--- src/rtl/boid_frame_writer_pkg.sv ---
// Shared video geometry and frame-writer FSM encoding.
// Used by the BPU, the VGA controller and the frame writer.
package boid_frame_writer_pkg;

  localparam int VIDEO_WIDTH  = 640;
  localparam int VIDEO_HEIGHT = 480;
  localparam int PIXEL_COUNT  = VIDEO_WIDTH * VIDEO_HEIGHT;
  localparam int ADDR_WIDTH   = 19;

  typedef enum logic [2:0] {
    IDLE,
    CLEAR,
    SEL,
    FETCH,
    PIX
  } state_t;

endpackage

--- src/rtl/boid_frame_writer_addr.sv ---
// Sprite pixel address and on-screen test.
// Offsets dx/dy select one corner of the 2x2 sprite.
module pixel_addr_calc #(
  parameter int AW = 19
) (
  input  logic [AW-1:0] base,
  input  logic [9:0]    x,
  input  logic [8:0]    y,
  input  logic          dx,
  input  logic          dy,
  output logic [AW-1:0] addr,
  output logic          on_screen
);
  import boid_frame_writer_pkg::*;

  logic [10:0] px;
  logic [9:0]  py;

  // widen before the +1 so x=1023 / y=511 cannot wrap on screen
  always_comb begin
    px = {1'b0, x} + {10'd0, dx};
    py = {1'b0, y} + {9'd0, dy};
    on_screen = (px <= 11'(VIDEO_WIDTH - 1))
             && (py <= 10'(VIDEO_HEIGHT - 1));
    addr = base + AW'(dx) + (dy ? AW'(VIDEO_WIDTH) : '0);
  end

endmodule

--- src/rtl/boid_frame_writer.sv ---
// Per-frame boid scanner: clears the display buffer, then
// draws a 2x2 sprite for each boid into the display RAM.
module boid_frame_writer #(
  parameter int MAX_BOIDS      = 4,
  parameter int BITS_FOR_BOIDS = $clog2(MAX_BOIDS),
  parameter int ADDR_WIDTH     = boid_frame_writer_pkg::ADDR_WIDTH
) (
  input  logic                      clock,
  input  logic                      reset_n,
  input  logic                      frame_end,
  output logic [BITS_FOR_BOIDS-1:0] boid_sel,
  input  logic [9:0]                boid_x,
  input  logic [8:0]                boid_y,
  output logic                      buf_clear,
  output logic                      pix_we,
  output logic [ADDR_WIDTH-1:0]     pix_addr,
  output logic                      pix_data,
  output logic                      busy,
  output logic [7:0]                overrun_cnt
);
  import boid_frame_writer_pkg::*;

  localparam logic [BITS_FOR_BOIDS-1:0] LAST =
    BITS_FOR_BOIDS'(MAX_BOIDS - 1);

  state_t                    state;
  state_t                    next;
  logic [BITS_FOR_BOIDS-1:0] idx;
  logic [1:0]                k;
  logic [9:0]                x_q;
  logic [8:0]                y_q;
  logic [ADDR_WIDTH-1:0]     base_q;
  logic [ADDR_WIDTH-1:0]     base_d;
  logic [ADDR_WIDTH-1:0]     addr_q;
  logic [ADDR_WIDTH-1:0]     calc_addr;
  logic                      on;

  pixel_addr_calc #(
    .AW (ADDR_WIDTH)
  ) u_calc (
    .base      (base_q),
    .x         (x_q),
    .y         (y_q),
    .dx        (k[0]),
    .dy        (k[1]),
    .addr      (calc_addr),
    .on_screen (on)
  );

  // y*640 + x as shifts, no multiplier
  always_comb begin
    base_d = (ADDR_WIDTH'(boid_y) << 9)
           + (ADDR_WIDTH'(boid_y) << 7)
           + ADDR_WIDTH'(boid_x);
  end

  // state register
  always_ff @(posedge clock or negedge reset_n) begin
    if (!reset_n) state <= IDLE;
    else          state <= next;
  end

  // next-state logic
  always_comb begin
    next = state;
    unique case (state)
      IDLE:    if (frame_end) next = CLEAR;
      CLEAR:   next = SEL;
      SEL:     next = FETCH;
      FETCH:   next = PIX;
      PIX: begin
        if (k == 2'd3) next = (idx == LAST) ? IDLE : SEL;
      end
      default: next = IDLE;
    endcase
  end

  // Moore outputs; address holds its last value between writes
  always_comb begin
    buf_clear = (state == CLEAR);
    busy      = (state != IDLE);
    pix_we    = (state == PIX) && on;
    pix_addr  = pix_we ? calc_addr : addr_q;
    pix_data  = 1'b1;
    boid_sel  = idx;
  end

  // boid index, sprite sub-counter and captured position
  always_ff @(posedge clock or negedge reset_n) begin
    if (!reset_n) begin
      idx    <= '0;
      k      <= '0;
      x_q    <= '0;
      y_q    <= '0;
      base_q <= '0;
      addr_q <= '0;
    end else begin
      addr_q <= pix_addr;
      unique case (state)
        CLEAR: idx <= '0;
        FETCH: begin
          x_q    <= boid_x;
          y_q    <= boid_y;
          base_q <= base_d;
          k      <= 2'd0;
        end
        PIX: begin
          k <= k + 2'd1;
          if (k == 2'd3 && idx != LAST) idx <= idx + 1'b1;
        end
        default: ;
      endcase
    end
  end

  // frames that arrive mid-scan are dropped and counted
  always_ff @(posedge clock or negedge reset_n) begin
    if (!reset_n) begin
      overrun_cnt <= 8'd0;
    end else if (frame_end && state != IDLE
                 && overrun_cnt != 8'hFF) begin
      overrun_cnt <= overrun_cnt + 8'd1;
    end
  end

endmodule

--- config.mk ---
export PLATFORM = sky130hd
export DESIGN_NAME = boid_frame_writer
export DESIGN_NICKNAME = d
export VERILOG_FILES = /design/src/rtl/boid_frame_writer_pkg.sv /design/src/rtl/boid_frame_writer_addr.sv /design/src/rtl/boid_frame_writer.sv
export SDC_FILE = /design/constraint.sdc
export NUM_CORES = 1
export LEC_CHECK = 0
export ABC_AREA = 1
export CORE_MARGIN = 2
export CORE_UTILIZATION = 30
export CTS_CLUSTER_SIZE = 20
export DETAILED_ROUTE_END_ITERATION = 6
export PLACE_DENSITY_LB_ADDON = 0.05
export SLEW_MARGIN = 10
export SYNTH_ARGS = -nofsm -noshare
export SYNTH_HDL_FRONTEND = slang
export SYNTH_SLANG_ARGS = --single-unit
--- constraint.sdc ---
create_clock -name clock -period 4.9 [get_ports clock]
set_input_delay 1.47 -clock clock [delete_from_list [all_inputs] [get_ports clock]]
set_output_delay 1.47 -clock clock [all_outputs]
set_load 0.005 [all_outputs]
==> results of run 1 <==
worst min-delay path, cell delays in order, from the launching register on:
cell and delay [ns]:
dfrtp_1 0.31, nand2_1 0.05, nand2_1 0.07
worst paths after layout:
path                                startpoint                    to  slack, ns  depth (start not counted)
max                           k[0]$_DFFE_PN0P_           pix_addr[2]       0.50                         13
min                        addr_q[7]$_DFF_PN0_   addr_q[7]$_DFF_PN0_       0.47                          2
max reg2reg                   k[0]$_DFFE_PN0P_   addr_q[8]$_DFF_PN0_       2.66                         12
min reg2reg                addr_q[7]$_DFF_PN0_   addr_q[7]$_DFF_PN0_       0.47                          2
max in group asynchronous              reset_n  state[0]$_DFFE_PN0P_       2.80                          2
min in group asynchronous              reset_n  addr_q[12]$_DFF_PN0_       1.15                          1
power by group:
| part | total (uW) | internal (uW) | switching, uW |
|---|---|---|---|
| Sequential | 988 | 781 | 207 |
| Combinational | 1200 | 547 | 653 |
| Clock | 592 | 343 | 249 |
| Total | 2780 | 1670 | 1110 |
cell usage after synthesis, drive strengths merged, types with 5 or more instances:
library cell	count	area, um2
nor3	5	36.3
a21oi	8	40.0
inv	56	210
buf	9	73.8
nand3	34	170
xnor2	8	70.1
dfrtp	65	1630
ha	28	350
clkbuf	5	18.8
nand4	25	156
nand3b	5	37.5
xor2	10	87.6
nor2	41	174
nand2	206	781
o21ai	22	110
kinds of logic (layout without fill, tap and decap cells):
family | Yosys count | after routing | share of synthesized area, %
AO/OA/AOI/OAI | 37 | 37 | 4.86
XOR/XNOR | 18 | 18 | 3.88
adder cells (fa/ha/maj) | 30 | 30 | 9.60
buffers and inverters | 71 | 130 | 7.54
flip-flops | 65 | 65 | 40.0
multiplexers | 1 | 1 | 0.277
other | 1 | 1 | 0.0922
AND/OR/NAND/NOR | 319 | 319 | 33.8
stage by stage:
step,instance area [um2],power (uW)
2_1_floorplan,4070,1700
3_3_place_gp,4750,2200
3_5_place_dp,4750,2200
4_1_cts,5020,2810
5_1_grt,5020,3040
6_report,5020,2780
state kept, by name, summed over array words and instances, names as in the netlist:
signal	flops
y_q	9
overrun_cnt	8
state	3
k	2
x_q	10
base_q	12
boid_sel	2
addr_q	19
metal layers:
layer | track usage (%) | routed length (um)
met4 | 6.76 | 193
met1 | 20.9 | 5220
met3 | 2.88 | 310
met5 | 0 | 0
met2 | 22.8 | 4400
layout make-up:
type / instances / area [um2]
Inverter: 57 / 214
Timing Repair Buffer: 57 / 556
Fill cell: 1414 / 8220
Sequential cell: 65 / 1630
Tap cell: 176 / 220
Multi-Input combinational cell: 406 / 2130
Clock inverter: 6 / 45.0
Clock buffer: 10 / 229
==> run_results.csv, run 1 <==
group,metric,value,unit
run_status,outcome,"finished, final reports clean",
placed_design,dp_hpwl,7.80,mm
sta,fin_crit_sh,89.8,%
critical_path,crit_fanout,20,
clock_network,cts_root_buf,"clkbuf_16",
clock_network,cts_setup_buffers,0,
synthesis,synth-async-reset-ratio,100,%
critical_path,cpPeakStageDelay,0.51,ns
final_layout,fin_cells,777,
final_layout,final_common_cell,"nand2_1",
clock_network,cts.sinks,65,
clock_network,cts_resized,0,
clock_network,hold_buffers,0,
synthesis,ys_warn_count,0,
placed_design,place.gp.congestion,0.834,
synthesis,ys_seq_area_share,40.0,%
final_layout,fin_util,37.9,%
final_layout,mostFrequentLayoutCells,"nand2_1, dfrtp_1, inv_1",
final_layout,nNetsFinal,648,
synthesis,netlist_area,4070,um2
sta,hold_viol_final,0,
final_layout,area_growth,23.5,%
floorplan,start_util,30.7,%
detailed_routing,detail_route.vias_per_cell,4.55,
detailed_routing,drt-total-wl,10.1,mm
detailed_routing,drt-pass1-iter-count,4,
critical_path,path_delay_family,"buffers and inverters",
floorplan,die_h,120,um
critical_path,worst_ep_required_time,3.43,ns
critical_path,path_common_cell,"nand2_1",
sta,finalCriticalPeriod,4.40,ns
synthesis,yosysUniqueCellTypes,33,
detailed_routing,wl_per_cell,13.0,um
critical_path,crit_path_top_delay_cell,"clkdlybuf4s50_1",
floorplan,num_rows,42,
job,cap_violations,0,
detailed_routing,remaining_drc_errors,0,
grt,grt_max_degree,38,
placed_design,dp_slack,0.863,ns
clock_network,clk_latency,0.35,ns
final_layout,diodes,0,
final_layout,drive_gt1_share,5.49,%
worst_hold_path,hp-class,"reg2reg",
critical_path,worst-setup-path-type,"reg2out",
synthesis,synthCells,542,
sta,setup_ws,0.502,ns
sta,finalClockSkew,0.0130,ns
grt,grt_usage,15.1,%
placed_design,port_buffers,53,
synthesis,synth_edf_count,0,
clock_network,tritoncts,"built",
critical_path,cp.arrival,2.93,ns
critical_path,endpoint_kind,"output pin",
grt,overflow,0,
sta,slew_viol_final,0,
clock_network,cts_max_path_buffers,2,
floorplan,die_area,14500,um2
grt,antenna_found_initial,0,
sta,fmax,227,MHz
detailed_routing,drt-initial-drc-count,176,
clock_network,path_clk_slew,0.06,ns
clock_network,tritoncts.num_buffers,9,
pwr,max-vdd-ir-drop,0.000201,V
detailed_routing,drtAntennaViolNets,0,
critical_path,crit_chain,"ha_1, ha_1, nand3_1, nor2_1, nor2_1, nand3_1, nand2_1, inv_2, nand4_1, buf_4, nand2_1, nand2_1, clkdlybuf4s50_1",
floorplan,io_pins,55,
critical_path,startpoint_type,"register",
synthesis,avgSynthCellArea,7.50,um2
pwr,leakagePower,0.00248,uW
grt,grt_pass1_vias,3451,
floorplan,core-area,13200,um2
sta,fin_setup_tns,0,ns
floorplan,die_x,120,um
sta,slew-limit-headroom,40.8,%
synthesis,synth-seq-cells,65,
sta,hold_ws,0.472,ns
synthesis,syn-num-nets,594,
grt,grt_pass1_wl,17.0,mm
detailed_routing,vias,3534,
sta,setup_violations,0,
clock_network,cts-htree-levels,3,
pwr,pwr_density_cell,553,nW/um2
sta,tightest_slew,0.887,ns
placed_design,place_inst,761,
synthesis,synth_flop_cell,"dfrtp_1",
sta,rsz0062_at_grt,"false",
critical_path,crit_buf_inv,3,
(Power assumes the default switching activity.)
==> run 2: changes to the inputs <==
--- a/config.mk
+++ b/config.mk
@@ -15,3 +15,4 @@
 export SYNTH_ARGS = -nofsm -noshare
 export SYNTH_HDL_FRONTEND = slang
 export SYNTH_SLANG_ARGS = --single-unit
+export TNS_END_PERCENT = 20
==> results of run 2 <==
No change in the layout: final DEF, timing and power equal those of run 1.
